**config.mk**
```make
export PLATFORM = sky130hd
export DESIGN_NAME = nibble_add_sequencer
export DESIGN_NICKNAME = d
export VERILOG_FILES = /design/src/rtl/nibble_add_sequencer.sv
export SDC_FILE = /design/constraint.sdc
export NUM_CORES = 1
export LEC_CHECK = 0
export ABC_CLOCK_PERIOD_IN_PS = 7000
export BUFFER_PORTS_ARGS = -buffer_cell sky130_fd_sc_hd__buf_4
export CORE_MARGIN = 8
export CORE_UTILIZATION = 40
export CTS_CLUSTER_DIAMETER = 80
export DETAILED_ROUTE_END_ITERATION = 12
export GPL_TIMING_DRIVEN = 1
export SLEW_MARGIN = 15
export SYNTH_ARGS = -nofsm -noshare
export SYNTH_HDL_FRONTEND = slang
export SYNTH_SLANG_ARGS = --single-unit
```
**constraint.sdc**
```tcl
create_clock -name clk -period 7 [get_ports clk]
set_clock_uncertainty 0.05 [all_clocks]
set_input_delay 0.7 -clock clk [delete_from_list [all_inputs] [get_ports clk]]
set_output_delay 0.7 -clock clk [all_outputs]
set_load 0.02 [all_outputs]
```
**src/rtl/nibble_add_sequencer.sv**
```systemverilog
// Multi-precision adder: one shared 4-bit slice, one nibble per clock, LSB first.
// Optional subtract mode is enabled by defining ADD_SEQ_SUB_EN (adds the sub port).

module four_bit_adder (
  input  logic [3:0] a,
  input  logic [3:0] b,
  input  logic       cin,
  output logic [3:0] sum,
  output logic       cout
);
  assign {cout, sum} = {1'b0, a} + {1'b0, b} + {4'b0000, cin};
endmodule

// state | meaning
// IDLE  | waiting for operands, in_ready high
// RUN   | adding nibble r_idx, carry rippling through r_carry
// DONE  | result held with out_valid high until consumer takes it
module nibble_add_sequencer #(
  parameter int NIBBLES = 4
) (
  input  logic                 clk,
  input  logic                 rst_n,
  input  logic                 in_valid,
  output logic                 in_ready,
  input  logic [4*NIBBLES-1:0] a,
  input  logic [4*NIBBLES-1:0] b,
  input  logic                 cin,
`ifdef ADD_SEQ_SUB_EN
  input  logic                 sub,
`endif
  output logic                 out_valid,
  input  logic                 out_ready,
  output logic [4*NIBBLES-1:0] sum,
  output logic                 cout,
  output logic                 busy
);
  localparam int W  = 4 * NIBBLES;
  localparam int IW = (NIBBLES > 1) ? $clog2(NIBBLES) : 1;
  localparam logic [IW-1:0] LAST_IDX = IW'(NIBBLES - 1);

  typedef enum logic [1:0] {IDLE, RUN, DONE} state_t;

  state_t          r_state;
  logic [W-1:0]    r_a;
  logic [W-1:0]    r_b;
  logic            r_carry;
  logic [IW-1:0]   r_idx;
  logic [W-1:0]    r_sum;
  logic            r_cout;
  logic            r_in_ready;
  logic            r_out_valid;
  logic            r_busy;

  logic [3:0]      w_slice_a;
  logic [3:0]      w_slice_b;
  logic [3:0]      w_slice_sum;
  logic            w_slice_cout;
  logic [W-1:0]    w_b_cap;
  logic            w_carry_cap;

  assign w_slice_a = r_a[4*r_idx +: 4];
  assign w_slice_b = r_b[4*r_idx +: 4];

  four_bit_adder u_slice (
    .a    (w_slice_a),
    .b    (w_slice_b),
    .cin  (r_carry),
    .sum  (w_slice_sum),
    .cout (w_slice_cout)
  );

  // Subtract is a + ~b + 1; cout then reads as "no borrow".
`ifdef ADD_SEQ_SUB_EN
  assign w_b_cap     = sub ? ~b : b;
  assign w_carry_cap = sub ? 1'b1 : cin;
`else
  assign w_b_cap     = b;
  assign w_carry_cap = cin;
`endif

  always_ff @(posedge clk or negedge rst_n) begin
    if (!rst_n) begin
      r_state     <= IDLE;
      r_a         <= '0;
      r_b         <= '0;
      r_carry     <= 1'b0;
      r_idx       <= '0;
      r_sum       <= '0;
      r_cout      <= 1'b0;
      r_in_ready  <= 1'b1;
      r_out_valid <= 1'b0;
      r_busy      <= 1'b0;
    end else begin
      case (r_state)
        IDLE: begin
          if (in_valid) begin
            r_a        <= a;
            r_b        <= w_b_cap;
            r_carry    <= w_carry_cap;
            r_sum      <= '0;
            r_idx      <= '0;
            r_state    <= RUN;
            r_in_ready <= 1'b0;
            r_busy     <= 1'b1;
          end
        end
        RUN: begin
          r_sum[4*r_idx +: 4] <= w_slice_sum;
          r_carry             <= w_slice_cout;
          if (r_idx == LAST_IDX) begin
            r_cout      <= w_slice_cout;
            r_state     <= DONE;
            r_out_valid <= 1'b1;
          end else begin
            r_idx <= r_idx + 1'b1;
          end
        end
        DONE: begin
          if (out_ready) begin
            r_state     <= IDLE;
            r_out_valid <= 1'b0;
            r_in_ready  <= 1'b1;
            r_busy      <= 1'b0;
          end
        end
        default: begin
          r_state     <= IDLE;
          r_in_ready  <= 1'b1;
          r_out_valid <= 1'b0;
          r_busy      <= 1'b0;
        end
      endcase
    end
  end

  assign in_ready  = r_in_ready;
  assign out_valid = r_out_valid;
  assign busy      = r_busy;
  assign sum       = r_sum;
  assign cout      = r_cout;

endmodule

```
# [Word level (Yosys, flattened, before mapping)]
# Cells that the tools add are included.
[word_totals] output_inout_bits=20 latchBits=0 word_cells=56 n_memories=0 romBits=0 reg_bits=57 mem_bits_rw=0 input_bits=37
[op_classes] shift=4 div=0 mux=20 bitwise_logic=2 magnitude_cmp=0 n_eq_ne=7 n_mul=0 n_reduce_logical=9 n_addsub=4
[ops] cell="$neg 4->34" count=1
[ops] cell="$shift 4x34->16 const A" count=1
[ops] cell="$shiftx 4x34->16" count=1
[ops] cell="$pmux 16 s2" count=1
[ops] cell="$shiftx 16x5->4" count=2
[ops] cell="$bwmux 16" count=1
[ops] cell="$mux 16" count=1
[ops] cell="$reduce_and 3->1" count=4
[ops] cell="$mux 2" count=5
[ops] cell="$pmux 1 s3" count=3
[ops] cell="$ne 2x2->1 const B" count=4
[ops] cell="$mux 1" count=6
[ops] cell="$pmux 2 s3" count=1
[ops] cell="$reduce_and 2->1" count=3
[ops] cell="$add 4x4->5" count=1
[ops] cell="$add 5x1->5" count=1
[ops] cell="$eq 2x2->1 const B" count=2
[ops] cell="$pmux 2 s2" count=1
[ops] cell="$add 2x1->2 const B" count=1
[ops] cell="$eq 2x1->1 const B" count=1
[ops] cell="$logic_not 2->1" count=1
[ops] cell="$not 1->1" count=2
[ops] cell="$pmux 1 s2" count=1
[ops] cell="$reduce_bool 2->1" count=1

# [Logic depth before layout (Yosys ltp)]
# Gate-level depths: netlist of run 1.
[logic_depth] depth_word=6 depth_mapped=7 mapped_depth_nobuf=6

# [Modules after synthesis]
# A second synthesis of run 1 with hierarchy kept.
[hier_totals] hier_cells=189 hier_area_um2=2715.1
[by_module_without_submodules] module="nibble_add_sequencer" cells_each=173 instances=1 area_each_um2=2571.2 seq_area_each_um2=1427.6
[by_module_without_submodules] module="four_bit_adder" cells_each=16 instances=1 area_each_um2=143.9 seq_area_each_um2=0.0

# [Least setup slack after synthesis of run 1]
# OpenSTA, ideal clock, no wires.
[synth_timing] kind="register -> register" start="register r_idx[0]" end="register r_carry" synth_period_minus_slack_ns=2.685 setup_ns=0.138 stages_incl_launch_ff=8 t_required_ns=6.812 arrival_time_ns=2.497 n_path_buf=1 path_slack_ns=4.315 cell_sequence="dfrtp_1 -> buf_4 -> mux4_2 -> fa_1 -> fa_1 -> a21o_1 -> a21oi_1 -> o221ai_1"
[synth_via] elab_chain_len=4 word_cells_on_any_way=5 classes_between="add/sub (2); shift (2); mux (1)"
[synth_rtl] element="from (decl)" line="47" source="logic [IW-1:0] r_idx;"
[synth_rtl] element="from (signal assigned)" line="115" source="r_idx <= r_idx + 1'b1;"
[synth_rtl] element="$shiftx 16x5->4 (on tied branches)" line="61, 62"
[synth_rtl] element="$add 4x4->5 (*)" line="11" source="assign {cout, sum} = {1'b0, a} + {1'b0, b} + {4'b0000, cin};"
[synth_rtl] element="$add 5x1->5 (*)" line="11"
[synth_rtl] element="$pmux 1 s2 (*)" line="94" source="case (r_state)"
[synth_rtl] element="to (signal assigned)" line="99" source="r_carry <= w_carry_cap;"
[synth_rtl] element="to (signal assigned)" line="109" source="r_carry <= w_slice_cout;"
[synth_rtl] element="to (decl)" line="46" source="logic r_carry;"
# Mark *: on every way between the ends. The rest lies on a longest branch, timed or not.
# A chain may end at the register's enable or synchronous reset.

# [Worst setup path in the final report of run 1]
# Same ends and word-level chain as after synthesis.

==> flow_metrics.env, run 1 <==
export IMPL_cp_cell_sequence="mux4_2 > fa_1 > fa_1 > a21o_1 > a21oi_1 > o221ai_1"
export IMPL_grt_pass1_wl_um=9729
export IMPL_root_buffer="clkbuf_8"
export IMPL_place_congestion=0.6940
export IMPL_io_pins=57
export IMPL_antennaDiodeCount=0
export IMPL_routedWlPerCell_um=17.60
export IMPL_placed_cells=310
export IMPL_finalCriticalPeriod_ps=3040
export IMPL_cts_tree="yes"
export IMPL_grt_max_degree=58
export IMPL_drtIter0Drc=57
export IMPL_rr_worst_depth=6
export IMPL_crit_type="register to register"
export IMPL_synth_area_um2=2666
export IMPL_final_nets=290
export IMPL_ys_seq_area_frac=0.5354
export IMPL_p_leak_uw=0.001537
export IMPL_syn_inst=184
export IMPL_tightestPinTransition_ps=764.5
export IMPL_synth_avg_cell_area_um2=14.49
export IMPL_cp_arrival_ps=3180
export IMPL_die_area_um2=9535
export IMPL_slew_headroom=0.4904
export IMPL_cts_sinks=57
export IMPL_synth_cell_types=36
export IMPL_finalWirelength_um=5702
export IMPL_rsz0062_at_grt="false"
export IMPL_power_uw=1701
export IMPL_yosys_warnings=0
export IMPL_die_x_um=97.65
export IMPL_synth_top_area_frac=0.5256
export IMPL_antenna_left=0
export IMPL_drv_slew=0
export IMPL_cts_setup_buffers=0
export IMPL_startpoint_type="register"
export IMPL_synth_async_reset_ratio=1.000
export IMPL_critPathMaxFanout=16
export IMPL_vias=1715
export IMPL_hold_violations=0
export IMPL_fin_cells=324
export IMPL_fin_crit_sh=0.4343
export IMPL_cts_htree_levels=3
export IMPL_power_density_nw_per_um2=513.5
export IMPL_synth_main_ff_cell="dfrtp_1"
export IMPL_yosysMostFrequentCell="dfrtp_1"
export IMPL_synth_nets=230
export IMPL_fp_coreArea_um2=6386
export IMPL_cp_end_kind="register"
export IMPL_drcViolationCount=0
export IMPL_synth_area_leaders="dfrtp_1, mux2_2, mux4_2, a22o_1, ha_1"
export IMPL_hold_class="primary input to async pin"
export IMPL_cp_data_required_time_ps=7140
export IMPL_vdd_drop_max_v=0.0002352
export IMPL_ys_ff_latch=57
export IMPL_hold_buffers=0
export IMPL_yosys_area_top_type="dfrtp_1"
export IMPL_drive_gt1_frac=0.4575
export IMPL_first_pass_iters=4
export IMPL_cts_buffers_inserted=9
export IMPL_setup_violations=0
export IMPL_max_freq_mhz=329.0
export IMPL_first_global_vias=1914
export IMPL_grt_overflow_total=0
export IMPL_clk_latency_ps=330
export IMPL_die_h_um=97.65
export IMPL_antenna_found_initial=0
export IMPL_cts_resized_gates=0
export IMPL_status="finished clean"
export IMPL_synth_edf_count=0
export IMPL_path_clk_slew_ps=70
export IMPL_setup_tns_final_ps=0
export IMPL_crit_slowest_cell="dfrtp_1"
export IMPL_row_count=29
export IMPL_critPathMaxStageDelay_ps=840
export IMPL_critPathMostFrequentCell="fa_1"
export IMPL_clock_path_buffers=2
export IMPL_io_buffer_count=56
export IMPL_grt_usage=0.1269
export IMPL_n_fill_cell=576
export IMPL_drv_cap=0
export IMPL_area_delta_synth_final_pct=24.21
export IMPL_via_per_inst=5.293
export IMPL_start_util=0.4175
export IMPL_dp_hpwl_um=4110
export IMPL_synthTopCellsByCount="dfrtp_1, mux2_2, a22o_1"
placed cells by master, fill, tap and decap left out, types with 2 or more instances in the layout:
cell      netlist  final
nor2_1          5      5
clkinv_2        0      3
nand2_1        10     10
o21ai_0         3      3
a32o_1          4      4
inv_1           4      4
mux2_2         27     27
mux4_2          8      8
ha_1            7      7
dfrtp_1        56     56
a21oi_1         4      4
o21bai_1        2      2
buf_4           2     57
a22o_1         15     15
and3_1          2      2
nand2b_1        2      2
a21o_1          5      5
clkbuf_8        0     10
fa_1            2      2
mux2_1          5      5
metrics by stage:
| stage | instance area (um^2) | util | hold WS [ps] | worst slack, ps |
|---|---|---|---|---|
| after floorplan | 2666 | - | 354.4 | 4315 |
| after detailed placement | 3129 | 0.4900 | 429.1 | 3934 |
| after CTS | 3312 | 0.5186 | 389.1 | 3918 |
| after global placement | 3129 | 0.4900 | 418.3 | 3998 |
| final | 3312 | 0.5186 | 369.4 | 3960 |
| after global routing | 3312 | 0.5186 | 412.5 | 3718 |
kinds of logic (layout without fill, tap and decap cells):
group | after synthesis | after routing | synth area share
xor+xnor | 1 | 1 | 0.003285
fa+ha+maj | 9 | 9 | 0.04786
flops | 57 | 57 | 0.5354
buf+inv | 12 | 75 | 0.02862
mux | 40 | 40 | 0.2027
compound gates | 38 | 38 | 0.1117
simple gates | 27 | 27 | 0.07039
power breakdown:
group          switching (uW)  leakage [uW]  total (uW)  internal, uW
Combinational             397      0.000738         809           411
Sequential                126      0.000702         602           476
Clock                     122     0.0000978         290           168
critical path: cells and delay by family (launching register included):
family | cells | cell delay, ps
AOI/OAI and AO/OA | 3 | 520
muxes | 1 | 610
adders and majority gates | 2 | 870
DFF | 1 | 840
sequential cells by signal (all words and copies together), names as in the netlist:
| register | count |
|---|---|
| busy | 1 |
| cout | 1 |
| in_ready | 1 |
| out_valid | 1 |
| r_a | 16 |
| r_b | 16 |
| r_carry | 1 |
| r_idx | 2 |
| r_state | 2 |
| sum | 16 |
layer usage:
metal	GRT usage	vias to the layer above	wire [um]
met1	0.1551	855	2652
met5	0	-	0
met4	0.04545	0	61
met2	0.1904	45	2632
li1	-	809	-
met3	0.05974	6	355
final timing paths:
path	slack [ps]	start	endpoint
worst min register to register	440	r_a[0]	r_a[0]
worst min-delay path	370	rst_n	r_b[0]
max in group asynchronous	6050	rst_n	sum[6]
min in group clk	440	r_a[0]	r_a[0]
worst max-delay path	3960	r_idx[0]	r_carry
worst max register to register	3960	r_idx[0]	r_carry
layout make-up:
| cell class | count | area (um^2) | share of cell area |
|---|---|---|---|
| flip-flops and latches | 57 | 1428 | 0.4311 |
| well taps | 77 | 96.34 | 0.02909 |
| repair buffers | 57 | 427.9 | 0.1292 |
| inverters | 4 | 15.01 | 0.004533 |
| clock inverters | 4 | 45.04 | 0.01360 |
| multi-input cells | 115 | 1162 | 0.3510 |
| clock buffers | 10 | 137.6 | 0.04156 |
Note: power is estimated with default switching activity, not from simulation.
==> inputs of run 2 (changes only) <==
Settings changed: ABC_CLOCK_PERIOD_IN_PS 7000 to 2800.
Clock period 7 ns to 2.8 ns, I/O delays scaled along.
==> run 2 against run 1 <==
  * Design area increased by 1.2%
  * Flip-flop and latch count did not move
  * Critical path type unchanged
  * Count of clock-buffer cells in the layout rose by 3
  * Highest routed layer unchanged
  * Routed wire length rose by 2.2%
  * Global-route usage grew 0.54 points
  * First-iteration DRC count rose by 140%
==> flow_metrics.env, run 2 (same netlist as run 1, synthesis figures left out) <==
export IMPL_fin_cells=330
export IMPL_status="finished clean"
export IMPL_place_congestion=0.7556
export IMPL_cts_sinks=57
export IMPL_rsz0062_at_grt="false"
export IMPL_final_cell_mix="buf_4, dfrtp_1, mux2_2, a22o_1"
export IMPL_path_clk_slew_ps=60
export IMPL_setup_violations=0
export IMPL_grt_pass1_wl_um=10080
export IMPL_reg2reg_from="r_idx[0]"
export IMPL_critPathMaxFanout=8
export IMPL_cp_data_required_time_ps=2950
export IMPL_die_x_um=97.65
export IMPL_placed_cells=313
export IMPL_cts_tree="yes"
export IMPL_first_global_vias=1918
export IMPL_ff2ff_setup_slack_ps=160
export IMPL_hold_class="primary input to register"
export IMPL_routedWlPerCell_um=17.66
export IMPL_drv_cap=0
export IMPL_top_layer="met4"
export IMPL_row_count=29
export IMPL_drcViolationCount=0
export IMPL_setup_tns_final_ps=0
export IMPL_antenna_found_initial=0
export IMPL_antennaDiodeCount=0
export IMPL_setup_worst_path_end="r_carry"
export IMPL_grt_overflow_total=0
export IMPL_first_pass_iters=4
export IMPL_dp_hpwl_um=4282
export IMPL_max_freq_mhz=379.4
export IMPL_finalWirelength_um=5829
export IMPL_fp_coreArea_um2=6386
export IMPL_final_nets=294
export IMPL_finalCriticalPeriod_ps=2636
export IMPL_start_util=0.4175
export IMPL_clock_path_buffers=2
export IMPL_io_pins=57
export IMPL_power_density_nw_per_um2=1304
export IMPL_n_fill_cell=556
export IMPL_crit_type="register to register"
export IMPL_wl_met3_um=400
export IMPL_m1WireLength_um=2705
export IMPL_grt_usage=0.1323
export IMPL_die_h_um=97.65
export IMPL_vdd_drop_max_v=0.0006175
export IMPL_vias=1754
export IMPL_p_leak_uw=0.001555
export IMPL_cts_buffers_inserted=9
export IMPL_cp_end_kind="register"
export IMPL_timing_rr_end="r_carry"
export IMPL_startpoint_type="register"
export IMPL_final_common_cell="buf_4"
export IMPL_drtIter0Drc=138
export IMPL_antenna_left=0
export IMPL_clk_latency_ps=340
export IMPL_cts_htree_levels=3
export IMPL_rr_worst_depth=6
export IMPL_drive_gt1_frac=0.4585
export IMPL_fin_crit_sh=0.9413
export IMPL_cts_setup_buffers=0
export IMPL_area_delta_synth_final_pct=25.72
export IMPL_root_buffer="clkbuf_8"
export IMPL_drv_slew=0
export IMPL_via_per_inst=5.315
export IMPL_die_area_um2=9535
export IMPL_slew_headroom=0.5238
export IMPL_critPathLaunch="r_idx[0]"
export IMPL_io_buffer_count=56
export IMPL_grt_max_degree=58
export IMPL_tightestPinTransition_ps=714.3
export IMPL_wl_met2_um=2652
export IMPL_cp_arrival_ps=2790
export IMPL_hold_violations=0
-- run 2: cell types whose count changed in the layout (fill, tap and decap cells not counted) --
cell / delta
buf_4: +3
clkbuf_1: +3
clkinv_2: -1
dfrtp_1: -1
dfrtp_2: +1
dlygate4sd3_1: +1
-- run 2: per-stage QoR --
| step | power, uW | worst slack (ps) | cell area, um^2 | util | hold WS [ps] |
|---|---|---|---|---|---|
| 6_report | 4372 | 164.3 | 3352 | 0.5249 | 111.8 |
| 5_1_grt | 4704 | 65.50 | 3352 | 0.5249 | 88.03 |
| 4_1_cts | 4424 | 58.32 | 3351 | 0.5247 | 92.33 |
| 3_5_place_dp | 3661 | 62.18 | 3152 | 0.4935 | 337.5 |
| 3_3_place_gp | 3620 | 132.4 | 3152 | 0.4935 | 337.6 |
| 2_1_floorplan | 2991 | 114.8 | 2666 | - | -65.59 |
-- run 2: final cells by class --
type	instances	area, um^2	area share
clock buffers	13	148.9	0.04442
clock inverters	3	40.04	0.01194
inverters	4	15.01	0.004479
multi-input cells	115	1162	0.3468
flip-flops and latches	57	1429	0.4263
well taps	77	96.34	0.02874
repair buffers	61	460.4	0.1374
-- run 2: power by group --
group	internal (uW)	total, uW	switching [uW]
Sequential	1190	1480	287
Clock	433	742	309
Combinational	1060	2150	1090
-- run 2: per-layer routing --
metal  vias to the layer above  GRT usage
met5                         -          0
met4                         0    0.03846
met3                         7    0.06970
met2                        47     0.1873
met1                       876     0.1696
li1                        824          -
-- run 2: critical path, stage by stage, from the launching register on --
cell	delay (ps)
dfrtp_2	470
mux4_2	540
fa_1	450
fa_1	410
a21o_1	190
a21oi_1	240
o221ai_1	140
-- run 2: how the worst min path moves through the flow --
| stage | cells after the start | start | slack, ps | end |
|---|---|---|---|---|
| floorplan | 0 | rst_n | -70 | busy |
| global placement | 1 | rst_n | 340 | busy |
| detailed placement | 1 | rst_n | 340 | busy |
| CTS | 3 | cin | 90 | r_carry |
| global route | 2 | b[11] | 90 | r_b[11] |
| finish | 3 | cin | 110 | r_carry |
-- run 2: what timing repair did --
item	CTS	global route
setup endpoints to repair	0	9
resized for setup	0	1
hold endpoints to repair	56	0
hold buffers	1	0
